`config.mk`:
```
export PLATFORM = sky130hd
export DESIGN_NAME = ps2_host_tx
export DESIGN_NICKNAME = d
export VERILOG_FILES = /design/src/rtl/ps2_pkg.sv /design/src/rtl/ps2_clk_filter.sv /design/src/rtl/ps2_host_tx.sv
export SDC_FILE = /design/constraint.sdc
export NUM_CORES = 1
export LEC_CHECK = 0
export ABC_AREA = 1
export CAP_MARGIN = 20
export CORE_MARGIN = 2
export CORE_UTILIZATION = 30
export CTS_CLUSTER_DIAMETER = 100
export DETAILED_ROUTE_END_ITERATION = 6
export MAX_ROUTING_LAYER = met4
export PLACE_DENSITY_LB_ADDON = 0.05
export SYNTH_ARGS = -nofsm -noshare
export SYNTH_HDL_FRONTEND = slang
export SYNTH_HIERARCHICAL = 1
export SYNTH_SLANG_ARGS = --single-unit
```
`constraint.sdc`:
```
create_clock -name clk -period 2.4 [get_ports clk]
set_input_delay 0.48 -clock clk [delete_from_list [all_inputs] [get_ports clk]]
set_output_delay 0.48 -clock clk [all_outputs]
set_load 0.01 [all_outputs]
```
`src/rtl/ps2_pkg.sv`:
```
// Shared PS/2 definitions: host transmit state encoding, clock filter
// hysteresis thresholds and the frame parity helper. Used by both the host
// transmitter and the receiver.
package ps2_pkg;

    typedef enum logic [2:0] {
        IDLE,
        INHIBIT,
        SEND,
        ACK,
        WAIT_IDLE
    } ps2_state_e;

    // Integrator thresholds: filtered level drops at 4 and rises at 11.
    localparam logic [3:0] FILT_LOW_THR  = 4'd4;
    localparam logic [3:0] FILT_HIGH_THR = 4'd11;

    // PS/2 frames carry odd parity over the 8 data bits.
    function automatic logic odd_parity(input logic [7:0] d);
        return ~(^d);
    endfunction

endpackage

```
`src/rtl/ps2_clk_filter.sv`:
```
// Two-flop synchronizer for the raw PS/2 clock and data pads, plus a
// saturating 4-bit integrator with hysteresis that turns the noisy PS/2
// clock into a clean level and single-cycle edge strobes.
module ps2_clk_filter
    import ps2_pkg::*;
(
    input  logic clk,
    input  logic reset,
    input  logic ps2_clk,
    input  logic ps2_data,
    output logic clk_level,
    output logic data_sync,
    output logic fall_edge,
    output logic any_edge
);

    logic       clk_meta;
    logic       clk_sync;
    logic       data_meta;
    logic [3:0] integ;
    logic       level_prev;

    // Synchronize both pads, integrate the clock, apply hysteresis.
    always_ff @(posedge clk) begin
        if (reset) begin
            clk_meta   <= 1'b1;
            clk_sync   <= 1'b1;
            data_meta  <= 1'b1;
            data_sync  <= 1'b1;
            integ      <= 4'hF;
            clk_level  <= 1'b1;
            level_prev <= 1'b1;
        end else begin
            clk_meta   <= ps2_clk;
            clk_sync   <= clk_meta;
            data_meta  <= ps2_data;
            data_sync  <= data_meta;
            level_prev <= clk_level;
            if (clk_sync && integ != 4'hF)
                integ <= integ + 4'd1;
            else if (!clk_sync && integ != 4'h0)
                integ <= integ - 4'd1;
            if (integ == FILT_LOW_THR)
                clk_level <= 1'b0;
            else if (integ == FILT_HIGH_THR)
                clk_level <= 1'b1;
        end
    end

    assign fall_edge = level_prev & ~clk_level;
    assign any_edge  = level_prev ^ clk_level;

endmodule

```
`src/rtl/ps2_host_tx.sv`:
```
// PS/2 host-to-device command transmitter. Inhibits the bus, issues the
// request-to-send start bit, shifts out data/parity/stop on device clock
// falling edges, samples the device ack and waits for the bus to go idle.
// Optional feature macro PS2_TX_ACK_CHECK_EN: a NACK (ack bit 1) ends the
// transfer with tx_err instead of tx_done.
//
// state     | meaning
// IDLE      | bus released, waiting for tx_start
// INHIBIT   | holding ps2 clock low; data pulled low in the final cycle
// SEND      | clock released, shifting bits out on falling edges 1..10
// ACK       | waiting for falling edge 11 to sample the device ack
// WAIT_IDLE | waiting for clock and data both high before reporting
module ps2_host_tx
    import ps2_pkg::*;
#(
    parameter int INHIBIT_CYCLES = 5000,
    parameter int TIMEOUT_CYCLES = 750000
) (
    input  logic       clk,
    input  logic       reset,
    input  logic       ps2_clk,
    input  logic       ps2_data,
    output logic       ps2_clk_oe,
    output logic       ps2_data_oe,
    input  logic [7:0] tx_data,
    input  logic       tx_start,
    output logic       tx_busy,
    output logic       tx_done,
    output logic       tx_err
);

    localparam int INH_W = $clog2(INHIBIT_CYCLES + 1);
    localparam int TO_W  = $clog2(TIMEOUT_CYCLES + 1);

    localparam logic [INH_W-1:0] INH_LOAD = INH_W'(INHIBIT_CYCLES - 1);
    localparam logic [INH_W-1:0] INH_ONE  = INH_W'(1);
    localparam logic [TO_W-1:0]  TO_LOAD  = TO_W'(TIMEOUT_CYCLES - 1);
    localparam logic             INH_SINGLE = (INHIBIT_CYCLES == 1);

    ps2_state_e       state;
    logic [9:0]       frame;
    logic [3:0]       bit_cnt;
    logic [INH_W-1:0] inh_cnt;
    logic [TO_W-1:0]  to_cnt;
`ifdef PS2_TX_ACK_CHECK_EN
    logic             ack_q;
`endif

    logic filt_level;
    logic filt_data;
    logic filt_fall;
    logic filt_any;
    logic timed_out;

    ps2_clk_filter u_clk_filter (
        .clk       (clk),
        .reset     (reset),
        .ps2_clk   (ps2_clk),
        .ps2_data  (ps2_data),
        .clk_level (filt_level),
        .data_sync (filt_data),
        .fall_edge (filt_fall),
        .any_edge  (filt_any)
    );

    // Timer expires when it has counted down to zero with no edge this cycle.
    assign timed_out = (to_cnt == '0) && !filt_any;

    // Transmit sequencer with registered line enables and status pulses.
    always_ff @(posedge clk) begin
        if (reset) begin
            state       <= IDLE;
            frame       <= '0;
            bit_cnt     <= '0;
            inh_cnt     <= '0;
            to_cnt      <= '0;
            ps2_clk_oe  <= 1'b0;
            ps2_data_oe <= 1'b0;
            tx_busy     <= 1'b0;
            tx_done     <= 1'b0;
            tx_err      <= 1'b0;
`ifdef PS2_TX_ACK_CHECK_EN
            ack_q       <= 1'b0;
`endif
        end else begin
            tx_done <= 1'b0;
            tx_err  <= 1'b0;
            case (state)
                IDLE: begin
                    if (tx_start) begin
                        // Stop bit, parity, then data LSB first.
                        frame       <= {1'b1, odd_parity(tx_data), tx_data};
                        bit_cnt     <= '0;
                        inh_cnt     <= INH_LOAD;
                        ps2_clk_oe  <= 1'b1;
                        ps2_data_oe <= INH_SINGLE;
                        tx_busy     <= 1'b1;
                        state       <= INHIBIT;
                    end
                end
                INHIBIT: begin
                    if (inh_cnt == '0) begin
                        // Data stays low: that is the start bit.
                        ps2_clk_oe <= 1'b0;
                        to_cnt     <= TO_LOAD;
                        state      <= SEND;
                    end else begin
                        inh_cnt <= inh_cnt - INH_ONE;
                        if (inh_cnt == INH_ONE)
                            ps2_data_oe <= 1'b1;
                    end
                end
                SEND, ACK, WAIT_IDLE: begin
                    if (filt_any)
                        to_cnt <= TO_LOAD;
                    else if (to_cnt != '0)
                        to_cnt <= to_cnt - TO_W'(1);

                    if (timed_out) begin
                        ps2_clk_oe  <= 1'b0;
                        ps2_data_oe <= 1'b0;
                        tx_busy     <= 1'b0;
                        tx_err      <= 1'b1;
                        state       <= IDLE;
                    end else if (state == SEND) begin
                        if (filt_fall) begin
                            ps2_data_oe <= ~frame[0];
                            frame       <= {1'b0, frame[9:1]};
                            bit_cnt     <= bit_cnt + 4'd1;
                            if (bit_cnt == 4'd9)
                                state <= ACK;
                        end
                    end else if (state == ACK) begin
                        if (filt_fall) begin
`ifdef PS2_TX_ACK_CHECK_EN
                            ack_q <= filt_data;
`endif
                            state <= WAIT_IDLE;
                        end
                    end else begin
                        if (filt_level && filt_data) begin
`ifdef PS2_TX_ACK_CHECK_EN
                            if (ack_q)
                                tx_err <= 1'b1;
                            else
                                tx_done <= 1'b1;
`else
                            tx_done <= 1'b1;
`endif
                            tx_busy <= 1'b0;
                            state   <= IDLE;
                        end
                    end
                end
                default: begin
                    ps2_clk_oe  <= 1'b0;
                    ps2_data_oe <= 1'b0;
                    tx_busy     <= 1'b0;
                    state       <= IDLE;
                end
            endcase
        end
    end

endmodule

```
### Yosys cells after proc, flatten, opt, wreduce, memory -nomap -nowiden

Cells that the tools add are included.
Widths: inputs -> output; s select.

| storage, ports and cells | value |
|---|---|
| register bits after elaboration | 65 |
| word-level logic and storage cells | 132 |

| cells by class | value |
|---|---|
| $add $sub $neg | 5 |
| equal/unequal tests | 27 |
| muxes and demuxes | 49 |
| bitwise logic cells | 7 |
| reduce and logical (&&, ||, !) cells | 27 |

Operators by type and width:

| operator | number |
|---|---|
| $mux 20 | 3 |
| $mux 10 | 4 |
| $pmux 20 s2 | 1 |
| $mux 3 | 9 |
| $mux 13 | 2 |
| $pmux 13 s2 | 1 |
| $mux 4 | 6 |
| $logic_not 20->1 | 1 |
| $pmux 10 s2 | 1 |
| $reduce_bool 20->1 | 1 |
| $sub 20x1->20 const B | 1 |
| $ne 3x3->1 const B | 6 |
| $mux 1 | 17 |
| $ne 2x2->1 const B | 8 |
| $ne 4x4->1 const B | 4 |
| $reduce_and 5->1 | 3 |
| $eq 13x1->1 const B | 1 |
| $logic_not 13->1 | 1 |
| $sub 13x1->13 const B | 1 |
| $reduce_bool 2->1 | 5 |
| $pmux 1 s3 | 3 |
| $pmux 3 s3 | 1 |
| $reduce_and 3->1 | 3 |
| $add 4x1->4 const B | 2 |
| 20 further kinds | 30 |

### Longest topological paths before layout

| depth | value |
|---|---|
| word-level depth | 7 |
| depth in mapped cells | 14 |

### Modules after synthesis

The synthesis kept the hierarchy.

Modules (own cells, without submodules):

| module | instances | cells each | area an instance (µm²) |
|---|---|---|---|
| ps2_host_tx | 1 | 556 | 3568.4 |
| ps2_clk_filter | 1 | 60 | 489.2 |

### Worst setup path before layout

No wires, ideal clock.

| timing path | value |
|---|---|
| path kind | reg2reg |
| from | register u_clk_filter.clk_level |
| to | register to_cnt[0] |
| setup time | 0.116 ns |
| arrival time | 1.598 ns |
| data required time | 2.284 ns |
| setup slack | 0.686 ns |
| stages on the path, launching flop included | 13 |
| path buffers | 1 |
| path through | dfxtp_1 -> inv_1 -> ha_1 -> inv_1 -> nor2_1 -> nand2_1 -> nor2_1 -> nand3_1 -> nor2_2 -> nor2_8 -> buf_6 -> o21ai_0 -> nor2_1 |

| between the ends | value |
|---|---|
| cells in the longest elaborated chain, start to end | 3 |
| elaborated cells on any way between the ends | 5 |
| those cells by class | eq/ne (1); mux (2); bitwise (1); reduce/logical (1) |

Ends and longest elaborated chain:

| what | line | source |
|---|---|---|
| from (decl) | ps2_clk_filter.sv:11 | `output logic clk_level,` |
| from (signal assigned) | ps2_clk_filter.sv:31 | `clk_level <= 1'b1;` |
| from (signal assigned) | ps2_clk_filter.sv:44 | `clk_level <= 1'b0;` |
| from (signal assigned) | ps2_clk_filter.sv:46 | `clk_level <= 1'b1;` |
| $xor 1x1->1 * | ps2_clk_filter.sv:51 | `assign any_edge = level_prev ^ clk_level;` |
| named net filt_any | ps2_host_tx.sv:52 | `logic filt_any;` |
| $ne 3x3->1 (no line) / $mux 20 (equally long branches) | n/a |  |
| $reduce_and 3->1 (no line) / $pmux 20 s2 (equally long branches) | n/a |  |
| to (signal assigned) | ps2_host_tx.sv:117 | `to_cnt <= to_cnt - TO_W'(1);` |
| to (decl) | ps2_host_tx.sv:44 | `logic [TO_W-1:0] to_cnt;` |

The timed path passes the listed nets; every way through them passes the cells marked *.
A chain may end at the register's enable or synchronous reset.

### Worst setup path after layout

| timing path | value |
|---|---|
| from | register state[2] |
| to | register to_cnt[2] |

| between the ends | value |
|---|---|
| cells in the longest elaborated chain, start to end | 4 |
| elaborated cells on any way between the ends | 10 |
| those cells by class | eq/ne (6); mux (1); reduce/logical (3) |

Ends and longest elaborated chain:

| what | line | source |
|---|---|---|
| from (decl) | ps2_host_tx.sv:40 | `ps2_state_e state;` |
| from (signal assigned) | ps2_host_tx.sv:72 | `state <= IDLE;` |
| from (signal assigned) | ps2_host_tx.sv:98 | `state <= INHIBIT;` |
| from (signal assigned) | ps2_host_tx.sv:106 | `state <= SEND;` |
| $eq 3x2->1 / $eq 3x3->1 (equally long branches) | ps2_host_tx.sv:88 | `case (state)` |
| $reduce_or 3->1 | ps2_host_tx.sv:88 |  |
| $ne 3x3->1 (no line) / $reduce_bool 2->1 (equally long branches) | n/a |  |
| $reduce_and 3->1 (no line) | n/a |  |

Parallel ways exist; a longest one is shown, timed or not.

==> summary.md <==
| Metric | Value |
|---|---|
| Final HPWL DP | 7.11 mm |
| Initial core utilization | 0.306 |
| Slew @ Worst Pin | 0.739 ns |
| Yosys warns | 6 |
| CP delay by family, top | simple AND/OR/NAND/NOR gates |
| Reg power frac | 0.268 |
| R2R setup slack | 0.36 ns |
| Routed Antenna Nets | 0 |
| Startpoint types | flop |
| Mapped cell area | 4060 um2 |
| First-pass GRT wire length | 17.5 mm |
| Post-CTS sizing | 0 |
| Antenna violations before repair | 0 |
| Cell variety after synth | 40 |
| Syn_nets | 640 |
| Min Tclk post-route | 2.04 ns |
| Req. time, crit path | 2.63 ns |
| Number of synthesized flops with an enable pin | 0 |
| Non-Filler Instances | 811 |
| Hold Path Class | reg -> reg |
| CP bufs+invs | 1 |
| Routed wire length | 9.98 mm |
| Switch share | 0.474 |
| Cell Rows | 42 |
| Worst skew pair latency | 0.34 ns |
| Number of remaining DRC errors | 0 |
| NetSw | 0.00304 W |
| Static Leak | 2.11 nW |
| Crit end category | flop |
| Final Skew | 0.00659 ns |
| Post-synthesis register bit count | 65 |
| GR Overflow Total | 0 |
| Vias post-DR | 3688 |
| Num Clock Sinks | 65 |
| Area delta synth->final | 14.1% |
| Hold_buf cts | 0 |
| Drt wl/cell | 12.3 um |
| Total global-route track usage | 0.158 |
| Final Hold Viols | 0 |
| Core area | 13200 um2 |
| Number of buffers created by CTS | 9 |
| RSZ-0062 raised after global routing | no |
| Internal | 0.00338 W |
| Synthesized instance count | 616 |
| Deepest level of the CTS H-tree | 3 |
| Clock buffer depth | 2 |
| Final Net Count | 658 |
| Post-CTS Setup Repair Bufs | 0 |
| PD cells | 1390 nW/um2 |
| IO Port Bufs | 17 |
| Clock power share | 0.185 |
| Max rail drop VDD | 0.411 mV |
| Root Driver | clkbuf_16 |
| Router iterations before antenna repair | 4 |
| Crit-path cells | nor3_4 > inv_2 > nand2_4 > nand2_4 > nor2_8 > nand2_2 > nor2_1 > nor2_1 |
| CP peak stage delay | 0.41 ns |
| Inst Count DP | 799 |
| Combinational share of power | 0.547 |
| CTS tree | yes |
| Vias in the first global route | 3578 |
| Final setup violation count | 0 |
| # IOs | 18 |
| Die area | 14500 um2 |
| Slowest library cell on the worst path | nor3_4 |
| Gpl congestion | 0.790 |
| Ratio of final minimum period to clock period | 0.852 |
| Die H | 120 um |
| Worst-path clk slew | 0.05 ns |
| Slew Viols, Final | 0 |
| Vias per cell | 4.55 |
| Synthesized area per cell | 6.59 um2 |
| Largest net degree at the start of global routing | 40 |
| Achievable Freq | 489 MHz |
| Status | complete, no violations |
| Initial drt markers | 209 |
| Share of layout cells above drive strength 1 | 0.113 |
| Die W | 120 um |
| Fin Setup TNS | 0 ns |
| Antenna cells | 0 |
| Fill cell count | 1496 |
| Main flop type after synthesis | dfxtp_1 |
| Crit Path Class | reg -> reg |
| Async set-reset flop share out of synthesis | 0 |
| Rel. slew slack | 0.507 |
| Max-cap check violation count | 0 |
| Sequential element share of the synthesized area | 0.321 |
| Crit path max fanout | 23 |
| CP arrival | 2.27 ns |
==> final timing paths <==
kind | from | end | cells after the start
setup / recovery | state[2]$_SDFFE_PP0P_ | to_cnt[2]$_SDFFE_PP0P_ | 8
hold / removal | u_clk_filter/clk_meta$_SDFF_PP1_ | u_clk_filter/clk_sync$_SDFF_PP1_ | 1
setup reg to reg | state[2]$_SDFFE_PP0P_ | to_cnt[2]$_SDFFE_PP0P_ | 8
hold reg to reg | u_clk_filter/clk_meta$_SDFF_PP1_ | u_clk_filter/clk_sync$_SDFF_PP1_ | 1
==> state kept, by name (all words and copies together), names as in the netlist <==
register	cells
u_clk_filter/clk_sync	1
ps2_clk_oe	1
u_clk_filter/clk_meta	1
u_clk_filter/data_meta	1
u_clk_filter/integ	4
bit_cnt	4
u_clk_filter/data_sync	1
u_clk_filter/level_prev	1
tx_busy	1
inh_cnt	13
state	3
u_clk_filter/clk_level	1
frame	10
tx_done	1
to_cnt	20
tx_err	1
ps2_data_oe	1
==> logic make-up after synthesis <==
logic type,after synthesis,synth area share
XOR/XNOR,20,0.0432
AO/OA/AOI/OAI,71,0.105
adder cells (fa/ha/maj),11,0.0358
flip-flops,65,0.321
AND/OR/NAND/NOR,367,0.403
buffers and inverters,82,0.0925
==> power groups by stage <==
| stage | logic (W) | registers [W] | clock network, W |
|---|---|---|---|
| global placement | 0.00357 | 0.00174 | 0 |
| global route | 0.00408 | 0.00179 | 0.00128 |
| floorplan | 0.00292 | 0.00167 | 0 |
| finish | 0.00351 | 0.00172 | 0.00119 |
| CTS | 0.00358 | 0.00172 | 0.00123 |
| detailed placement | 0.00357 | 0.00174 | 0 |
==> cells in the mapped netlist (5+ instances only) <==
| library cell | count | area (um2) |
|---|---|---|
| a21oi_1 | 29 | 145 |
| a21oi_2 | 10 | 87.6 |
| buf_4 | 5 | 37.5 |
| buf_6 | 6 | 67.6 |
| clkbuf_1 | 6 | 22.5 |
| dfxtp_1 | 65 | 1300 |
| ha_1 | 10 | 125 |
| inv_1 | 57 | 214 |
| inv_2 | 5 | 18.8 |
| nand2_1 | 163 | 612 |
| nand2_2 | 14 | 87.6 |
| nand3_1 | 48 | 240 |
| nand4_1 | 8 | 50.1 |
| nor2_1 | 104 | 390 |
| o21ai_0 | 20 | 100 |
| o21ai_1 | 6 | 30.0 |
| xor2_1 | 16 | 140 |
==> layout make-up <==
cell class / instances / area, um2 / area share
sequential: 65 / 1300 / 0.281
multi-input combinational: 469 / 2380 / 0.514
inverter: 64 / 243 / 0.0524
clock buffer: 11 / 253 / 0.0546
tap: 176 / 220 / 0.0476
clock inverter: 1 / 5.00 / 0.00108
timing repair buffer: 25 / 225 / 0.0487
==> metrics by stage <==
stage | util | instance area [um2] | total power (W) | setup slack [ns] | hold WS [ns]
after floorplan | - | 4060 | 0.00459 | 0.686 | 0.383
after global placement | 0.330 | 4370 | 0.00531 | 0.374 | 0.390
after detailed placement | 0.330 | 4370 | 0.00531 | 0.359 | 0.393
after CTS | 0.349 | 4630 | 0.00654 | 0.342 | 0.406
after global routing | 0.349 | 4630 | 0.00715 | 0.0960 | 0.429
final | 0.349 | 4630 | 0.00642 | 0.355 | 0.408
==> metal layers <==
metal | wire length [um] | part of all wire | global-route usage
met5 | 0 | 0 | -
met4 | 260 | 0.026 | 0.0792
met3 | 341 | 0.034 | 0.0269
met2 | 4400 | 0.44 | 0.241
met1 | 4980 | 0.50 | 0.203
==> layout by cell type, fill, tap and decap left out, drive strengths merged <==
cell type | netlist | routed
clkinv | 1 | 2
nor2 | 109 | 109
ha | 10 | 10
nand2 | 180 | 180
clkbuf | 6 | 11
nor3 | 5 | 5
and2 | 1 | 1
or2 | 8 | 8
o21ai | 28 | 28
buf | 12 | 9
xnor2 | 4 | 4
a31oi | 2 | 2
nand3b | 2 | 2
clkdlybuf4s50 | 0 | 16
nand3 | 53 | 53
inv | 63 | 63
o31ai | 1 | 1
fa | 1 | 1
dfxtp | 65 | 65
a21oi | 40 | 40
nand4 | 9 | 9
xor2 | 16 | 16
(Power assumes the default switching activity.)
